===== src/rtl/alumux.sv =====
// ALU operand mux select encodings.
package alumux;
  typedef enum logic {
    rs1_out = 1'b0,
    pc_out  = 1'b1
  } alumux1_sel_t;

  typedef enum logic [2:0] {
    i_imm   = 3'b000,
    u_imm   = 3'b001,
    b_imm   = 3'b010,
    s_imm   = 3'b011,
    j_imm   = 3'b100,
    rs2_out = 3'b101
  } alumux2_sel_t;
endpackage


===== src/rtl/cmpmux.sv =====
// Comparator second-operand mux select encoding.
package cmpmux;
  typedef enum logic {
    rs2_out = 1'b0,
    i_imm   = 1'b1
  } cmpmux_sel_t;
endpackage


===== src/rtl/marmux.sv =====
// MAR input mux select encoding.
package marmux;
  typedef enum logic {
    pc_out  = 1'b0,
    alu_out = 1'b1
  } marmux_sel_t;
endpackage


===== src/rtl/pcmux.sv =====
// PC input mux select encoding.
package pcmux;
  typedef enum logic [1:0] {
    pc_plus4 = 2'b00,
    alu_out  = 2'b01,
    alu_mod2 = 2'b10
  } pcmux_sel_t;
endpackage


===== src/rtl/regfilemux.sv =====
// Register file write-data mux select encoding.
package regfilemux;
  typedef enum logic [3:0] {
    alu_out  = 4'd0,
    br_en    = 4'd1,
    u_imm    = 4'd2,
    lw       = 4'd3,
    pc_plus4 = 4'd4,
    lb       = 4'd5,
    lbu      = 4'd6,
    lh       = 4'd7,
    lhu      = 4'd8
  } regfilemux_sel_t;
endpackage


===== src/rtl/rv32i_types.sv =====
// Shared rv32i encodings: opcodes, funct3 groups and ALU operations.
package rv32i_types;

  typedef enum logic [6:0] {
    op_lui   = 7'b0110111,
    op_auipc = 7'b0010111,
    op_jal   = 7'b1101111,
    op_jalr  = 7'b1100111,
    op_br    = 7'b1100011,
    op_load  = 7'b0000011,
    op_store = 7'b0100011,
    op_imm   = 7'b0010011,
    op_reg   = 7'b0110011,
    op_csr   = 7'b1110011
  } rv32i_opcode;

  typedef enum logic [2:0] {
    add  = 3'b000,
    sll  = 3'b001,
    slt  = 3'b010,
    sltu = 3'b011,
    axor = 3'b100,
    sr   = 3'b101,
    aor  = 3'b110,
    aand = 3'b111
  } arith_funct3_t;

  typedef enum logic [2:0] {
    lb  = 3'b000,
    lh  = 3'b001,
    lw  = 3'b010,
    lbu = 3'b100,
    lhu = 3'b101
  } load_funct3_t;

  typedef enum logic [2:0] {
    sb = 3'b000,
    sh = 3'b001,
    sw = 3'b010
  } store_funct3_t;

  // Encoded so that funct3 maps straight onto the op for add/sll/xor/or/and
  typedef enum logic [2:0] {
    alu_add = 3'b000,
    alu_sll = 3'b001,
    alu_sra = 3'b010,
    alu_sub = 3'b011,
    alu_xor = 3'b100,
    alu_srl = 3'b101,
    alu_or  = 3'b110,
    alu_and = 3'b111
  } alu_ops;

endpackage


===== src/rtl/control_fsm.sv =====
// Multicycle rv32i control unit: Moore FSM sequencing fetch/decode/execute/memory/writeback.
// Optional CTRL_ILLEGAL_HALT_EN sends unrecognised opcodes to a sticky HALT state instead of a NOP.
module control_fsm
  import rv32i_types::*;
(
  input  logic                              clk,
  input  logic                              rst,
  input  rv32i_opcode                       opcode,
  input  logic [2:0]                        funct3,
  input  logic [6:0]                        funct7,
  input  logic                              br_en,
  input  logic [1:0]                        mem_addr_bits,
  input  logic                              mem_resp,
  output alu_ops                            aluop,
  output logic                              load_ir,
  output logic                              load_mar,
  output logic                              load_pc,
  output logic                              load_regfile,
  output logic                              load_mdr,
  output logic                              load_data_out,
  output cmpmux::cmpmux_sel_t               cmpmux_sel,
  output pcmux::pcmux_sel_t                 pcmux_sel,
  output marmux::marmux_sel_t               marmux_sel,
  output alumux::alumux1_sel_t              alumux1_sel,
  output alumux::alumux2_sel_t              alumux2_sel,
  output regfilemux::regfilemux_sel_t       regfilemux_sel,
  output logic                              mem_read,
  output logic                              mem_write,
  output logic [3:0]                        rmask,
  output logic [3:0]                        wmask,
  output logic                              halted
);

  typedef enum logic [3:0] {
    FETCH1, FETCH2, DECODE, IMM, REG, LUI, AUIPC, BR,
    JAL, JALR, CALC_ADDR, LD1, LD2, ST1, ST2, HALT
  } state_t;

  state_t     state, next_state;
  logic [3:0] load_mask, store_mask;
  logic [5:0] unused_funct7;

  assign unused_funct7 = {funct7[6], funct7[4:0]};

  always_ff @(posedge clk) begin
    if (rst) state <= FETCH1;
    else     state <= next_state;
  end

  // Sub-word masks shift within the 4-bit lane; misaligned accesses simply truncate
  always_comb begin
    case (load_funct3_t'(funct3))
      lw:       load_mask = 4'b1111;
      lh, lhu:  load_mask = 4'b0011 << mem_addr_bits;
      default:  load_mask = 4'b0001 << mem_addr_bits;
    endcase
    case (store_funct3_t'(funct3))
      sw:       store_mask = 4'b1111;
      sh:       store_mask = 4'b0011 << mem_addr_bits;
      default:  store_mask = 4'b0001 << mem_addr_bits;
    endcase
  end

  always_comb begin
    next_state     = state;
    aluop          = alu_add;
    load_ir        = 1'b0;
    load_mar       = 1'b0;
    load_pc        = 1'b0;
    load_regfile   = 1'b0;
    load_mdr       = 1'b0;
    load_data_out  = 1'b0;
    cmpmux_sel     = cmpmux::rs2_out;
    pcmux_sel      = pcmux::pc_plus4;
    marmux_sel     = marmux::pc_out;
    alumux1_sel    = alumux::rs1_out;
    alumux2_sel    = alumux::i_imm;
    regfilemux_sel = regfilemux::alu_out;
    mem_read       = 1'b0;
    mem_write      = 1'b0;
    rmask          = 4'b0000;
    wmask          = 4'b0000;
    halted         = 1'b0;

    case (state)
      FETCH1: begin
        load_mar   = 1'b1;
        next_state = FETCH2;
      end

      FETCH2: begin
        mem_read = 1'b1;
        load_ir  = 1'b1;
        if (mem_resp) next_state = DECODE;
      end

      DECODE: begin
        case (opcode)
          op_imm:            next_state = IMM;
          op_reg:            next_state = REG;
          op_lui:            next_state = LUI;
          op_auipc:          next_state = AUIPC;
          op_br:             next_state = BR;
          op_jal:            next_state = JAL;
          op_jalr:           next_state = JALR;
          op_load, op_store: next_state = CALC_ADDR;
`ifdef CTRL_ILLEGAL_HALT_EN
          default:           next_state = HALT;
`else
          default:           next_state = ST2;
`endif
        endcase
      end

      // Register-immediate and register-register share decoding; only operand sources differ
      IMM, REG: begin
        load_regfile = 1'b1;
        load_pc      = 1'b1;
        if (state == REG) alumux2_sel = alumux::rs2_out;
        case (arith_funct3_t'(funct3))
          slt, sltu: begin
            regfilemux_sel = regfilemux::br_en;
            if (state == IMM) cmpmux_sel = cmpmux::i_imm;
          end
          sr:      aluop = funct7[5] ? alu_sra : alu_srl;
          add:     aluop = (state == REG && funct7[5]) ? alu_sub : alu_add;
          default: aluop = alu_ops'(funct3);
        endcase
        next_state = FETCH1;
      end

      LUI: begin
        regfilemux_sel = regfilemux::u_imm;
        load_regfile   = 1'b1;
        load_pc        = 1'b1;
        next_state     = FETCH1;
      end

      AUIPC: begin
        alumux1_sel  = alumux::pc_out;
        alumux2_sel  = alumux::u_imm;
        load_regfile = 1'b1;
        load_pc      = 1'b1;
        next_state   = FETCH1;
      end

      BR: begin
        alumux1_sel = alumux::pc_out;
        alumux2_sel = alumux::b_imm;
        pcmux_sel   = br_en ? pcmux::alu_out : pcmux::pc_plus4;
        load_pc     = 1'b1;
        next_state  = FETCH1;
      end

      JAL: begin
        alumux1_sel    = alumux::pc_out;
        alumux2_sel    = alumux::j_imm;
        pcmux_sel      = pcmux::alu_out;
        regfilemux_sel = regfilemux::pc_plus4;
        load_regfile   = 1'b1;
        load_pc        = 1'b1;
        next_state     = FETCH1;
      end

      JALR: begin
        alumux2_sel    = alumux::i_imm;
        pcmux_sel      = pcmux::alu_mod2;
        regfilemux_sel = regfilemux::pc_plus4;
        load_regfile   = 1'b1;
        load_pc        = 1'b1;
        next_state     = FETCH1;
      end

      CALC_ADDR: begin
        load_mar   = 1'b1;
        marmux_sel = marmux::alu_out;
        if (opcode == op_store) begin
          alumux2_sel   = alumux::s_imm;
          load_data_out = 1'b1;
          next_state    = ST1;
        end else begin
          next_state = LD1;
        end
      end

      LD1: begin
        mem_read = 1'b1;
        load_mdr = 1'b1;
        rmask    = load_mask;
        if (mem_resp) next_state = LD2;
      end

      LD2: begin
        load_regfile = 1'b1;
        load_pc      = 1'b1;
        rmask        = load_mask;
        case (load_funct3_t'(funct3))
          lb:      regfilemux_sel = regfilemux::lb;
          lbu:     regfilemux_sel = regfilemux::lbu;
          lh:      regfilemux_sel = regfilemux::lh;
          lhu:     regfilemux_sel = regfilemux::lhu;
          default: regfilemux_sel = regfilemux::lw;
        endcase
        next_state = FETCH1;
      end

      ST1: begin
        mem_write = 1'b1;
        wmask     = store_mask;
        if (mem_resp) next_state = ST2;
      end

      ST2: begin
        load_pc    = 1'b1;
        next_state = FETCH1;
      end

      // Sticky until reset; unreachable when the halt option is compiled out
      HALT: begin
`ifdef CTRL_ILLEGAL_HALT_EN
        halted     = 1'b1;
        next_state = HALT;
`else
        next_state = FETCH1;
`endif
      end

      default: next_state = FETCH1;
    endcase
  end

endmodule

===== config.mk =====
export PLATFORM = sky130hd
export DESIGN_NAME = control_fsm
export DESIGN_NICKNAME = d
export VERILOG_FILES = /design/src/rtl/alumux.sv /design/src/rtl/cmpmux.sv /design/src/rtl/marmux.sv /design/src/rtl/pcmux.sv /design/src/rtl/regfilemux.sv /design/src/rtl/rv32i_types.sv /design/src/rtl/control_fsm.sv
export SDC_FILE = /design/constraint.sdc
export NUM_CORES = 1
export LEC_CHECK = 0
export BUFFER_PORTS_ARGS = -buffer_cell sky130_fd_sc_hd__buf_2
export CORE_ASPECT_RATIO = 1.25
export CORE_MARGIN = 1
export CORE_UTILIZATION = 44
export CTS_CLUSTER_SIZE = 25
export DETAILED_ROUTE_END_ITERATION = 16
export PLACE_DENSITY_LB_ADDON = 0.12
export SKIP_CTS_REPAIR_TIMING = 1
export SYNTH_ARGS = -nofsm -noshare
export SYNTH_HDL_FRONTEND = slang
export SYNTH_SLANG_ARGS = --single-unit

===== constraint.sdc =====
create_clock -name clk -period 1.9 [get_ports clk]
set_input_delay 0.285 -clock clk [delete_from_list [all_inputs] [get_ports clk]]
set_output_delay 0.285 -clock clk [all_outputs]
set_load 0.03 [all_outputs]

Yosys cells after proc, flatten, opt, wreduce, memory -nomap -nowiden --
Cells that the tools add are included.
Storage, ports and cells: input bits 23, logic and storage cells 87, output and inout bits 32, flip-flop bits (word level) 4
Operators by class: muxes and demuxes 36, reductions and logical operators 16, shifts and indexed selects 2, equality and inequality tests 32
Operators by type and width (number):
- equality test 4 bit, second input constant | 8
- case mux 4 bit (4 select lines) | 2
- case mux 4 bit (8 select lines) | 1
- case mux 4 bit (7 select lines) | 1
- equality test 7 x 6 -> 1 bit, second input constant | 3
- equality test 7 bit, second input constant | 3
- 2-to-1 mux 4 bit | 5
- equality test 4 x 3 -> 1 bit, second input constant | 4
- 2-to-1 mux 1 bit | 16
- case mux 4 bit (2 select lines) | 2
- OR reduction 2 bit | 8
- case mux 3 bit (5 select lines) | 1
- equality test 7 x 5 -> 1 bit, second input constant | 2
- 2-to-1 mux 3 bit | 4
- OR reduction 10 bit | 1
- case mux 3 bit (3 select lines) | 1
- OR reduction 9 bit | 1
- equality test 4 x 2 -> 1 bit, second input constant | 2
- equality test 7 x 2 -> 1 bit, second input constant | 1
- OR reduction 7 bit | 1
- equality test 3 x 2 -> 1 bit, second input constant | 2
- equality test 3 bit, second input constant | 2
- != test 2 bit, second input constant | 3
- case mux 2 bit (3 select lines) | 1
- 10 further kinds | 11

Depth between registers and ports, before layout --
word-level depth 5, gate-level depth with buffers 6

Worst setup path before layout --
No wires, ideal clock.
path kind flip-flop to output port, start reg state[2], end out regfilemux_sel[0], buffers on the path 1, data arrival time 2.051 ns, setup slack -0.436 ns, stages on the path, launching flop included 5, path through dfxtp_1 > clkbuf_1 > or2_1 > nor4_1 > a31o_2
On the way: longest elaborated chain between the ends 3, elaborated cells between the ends (all ways) 9
RTL lines:
- start, declared | RTL line control_fsm.sv:39 | state_t state, next_state;
- start signal, assigned | RTL line control_fsm.sv:47 | else state <= next_state;
- equality test 4 bit (tied with other cells) | RTL line control_fsm.sv:85 | case (state)
- OR reduction 2 bit (on tied branches)
- case mux 4 bit (4 select lines) * | RTL line control_fsm.sv:85
- end, declared | RTL line control_fsm.sv:26 | output regfilemux::regfilemux_sel_t regfilemux_sel,
Mark *: on every way between the ends. The rest lies on a longest branch, timed or not.

Worst setup path in the final report --
start reg state[1], end out aluop[2]
On the way: longest elaborated chain between the ends 3, elaborated cells between the ends (all ways) 4
RTL lines:
- equality test 4 x 3 -> 1 bit / equality test 4 x 2 -> 1 bit (equally long branches) | RTL line control_fsm.sv:85
- OR reduction 2 bit * | RTL line control_fsm.sv:85
- 2-to-1 mux 3 bit * | RTL line control_fsm.sv:85
- end, declared | RTL line control_fsm.sv:14 | output alu_ops aluop,
Marks and branches as above.

==> impl_metrics.ini <==
[run_status]
outcome = complete, no violations

[cts]
cts-root-buf = clkbuf_4
cts_tree = yes
clock_latency_ns = 0.23
cts_buffers = 3
clock_sinks = 4
clockBufferDepth = 2
cts-htree-levels = 1
clk_pin_slew_worst_paths_ns = 0.04

[worst_setup_path]
worstSetupPathType = reg -> out
crit_path_end_kind = output port
r2r_end = state[1]$_SDFFE_PP0P_
reg2reg_depth = 5
reg2reg_from = state[2]$_SDFFE_PP0P_
cp-start-kind = register
cpMostUsedCell = nand2b_1
startpoint = state[1]$_SDFFE_PP0P_
critPathMaxFanout = 6
arrival_ns = 1.56
reg2reg_setup_slack_ns = 0.27
crit_path_cell_trace = nand2b_1, o22ai_2, nand2b_1, a211oi_1, buf_4
slowest_stage = dfxtp_1
cp.required_ns = 1.62
crit_path_max_incr_delay_ns = 0.36

[job]
maxCapViolCount = 0

[grt]
grt_pass1_vias = 1117
overflow = 0
antenna_found_initial = 0
grt_max_degree = 19
grt_use_total_pct = 24.5
grt_pass1_wl_mm = 4.56

[route]
drc = 0
detail_route.wl_per_cell_um = 13.0
finalWirelength_mm = 2.88
drtAntennaViolNets = 0
vias = 1317
routed_via_density = 5.96
firstDrtPassIters = 4
drt_iter0_markers = 32

[layout]
final_util_pct = 66.0
drive_gt1_share_pct = 38.3
design_area_mm2 = 0.00131
largest_reg_flops = 4
fin_nets = 230
areaGrowthSynthToFinish_pct = 39.9
n_antenna_cell = 0
layout_commonest_cell = buf_2
top_regs = state x4
fillers = 190
final_cell_mix = buf_2, nand2_1, nor2_1, a21oi_1, buf_4
top_register = state

[placed_design]
dpl.hpwl_mm = 2.23
io_buffers = 47
place.gp.congestion = 0.799
pre_cts_ws_ns = 0.0929
dpl_cell_area_mm2 = 0.00123

[synth]
synth_edf_count = 0
synth_top_area_cell = a21oi_1
synth_area_um2 = 935
synth_ff_type = dfxtp_1
ys_seq_elements = 4
syn-num-nets = 178
async_reset_ff_share_pct = 0
yosysWarnings = 0
synthDominantCellAreaShare_pct = 9.10
synth_seq_area_share_pct = 8.57
synth_area_leaders = a21oi_1, dfxtp_1, o21ai_0
synth.distinct_cells = 45
syn_area_per_cell_um2 = 6.19
syn_inst = 151

[sta]
finalCritPeriodShare_pct = 97.0
hold_viol = 0
hold_slack_ns = 0.256
skew_ns = 0.00106
timing.final.max_slew_violations = 0
setup_viol_count_final = 0
fmax_mhz = 543
worst_slack_ns = 0.0569
min_period_ns = 1.84

[floorplanning]
dieArea_mm2 = 0.00231
start_util_pct = 47.2
row_count = 18
die_y_um = 53.5
core_area_mm2 = 0.00198
pin_count = 55
die_w_um = 43.2

[pwr]
p_leak_nw = 0.633
peakVddDrop_mv = 0.317
powerDensity_mw_per_mm2 = 292

[min_path]
hp-start = rst
whs_endpoint = state[0]$_SDFFE_PP0P_
hold-path-cell-count = 2
hold_class = in -> reg
worst max path at each step:
stage / end / slack [ns] / cells after the start
after floorplan: aluop[2] / -0.06 / 5
after global placement: wmask[2] / 0.17 / 5
after detailed placement: wmask[2] / 0.09 / 5
after CTS: wmask[2] / -0.15 / 5
after global routing: aluop[2] / -0.05 / 5
final: aluop[2] / 0.06 / 5
cells in the mapped netlist, drive strengths merged (2+ instances only):
library cell and count:
a21oi 17, nand2 16, nor2 15, o21ai 13, nand2b 10, clkbuf 6
inv 6, o22ai 6, buf 5, dfxtp 4, ha 4, nand3 4
nor2b 4, nor3 4, a211oi 3, xor2 3, a221oi 2, a31oi 2
and3 2, nor3b 2, nor4 2, or2 2
metal layers:
layer / track usage (%) / up-vias / part of all wire [%]
met5: 0 / - / 0
met4: 1.01 / 0 / 0.66
met3: 3.02 / 2 / 4.6
met2: 51.7 / 48 / 54
met1: 26.6 / 616 / 40
li1: - / 651 / -
metrics by stage:
stage | std cells | power (mW) | setup TNS [ns]
6_report | 221 | 0.382 | 0
5_1_grt | 221 | 0.412 | -0.0667
4_1_cts | 219 | 0.381 | -0.567
3_5_place_dp | 216 | 0.276 | 0
3_3_place_gp | 216 | 0.272 | 0
2_1_floorplan | 151 | 0.214 | -0.165
critical path, delay by kind of cell (launching register included):
kind	cells	cell delay (ns)
AOI/OAI and AO/OA	2	0.45
buffers and inverters	1	0.21
DFF	1	0.36
and+or+nand+nor	2	0.31
report_power, final:
part           total, mW  switching (mW)  internal, mW  leakage, nW
Sequential        0.0950         0.00843        0.0865       0.0344
Clock              0.102          0.0312        0.0704       0.0138
Combinational      0.185           0.115        0.0702        0.585
cell families (layout without fill, tap and decap cells):
group	Yosys count	after routing	synth area share, %
adders and majority gates	4	4	5.35
buffers and inverters	17	67	7.63
AOI/OAI and AO/OA	54	54	36.8
DFF	4	4	8.57
and+or+nand+nor	68	68	38.4
other	1	1	0.401
xor gates and xnor gates	3	3	2.81
layout make-up:
cell class / count / area, µm² / area share (%)
Sequential cell: 4 / 88.8 / 6.79
Timing Repair Buffer: 58 / 332 / 25.4
Inverter: 6 / 22.5 / 1.72
Tap cell: 20 / 25.0 / 1.91
Clock buffer: 3 / 22.5 / 1.72
Multi-Input combinational cell: 130 / 817 / 62.5
No activity file was read; power rests on OpenSTA's default activity.
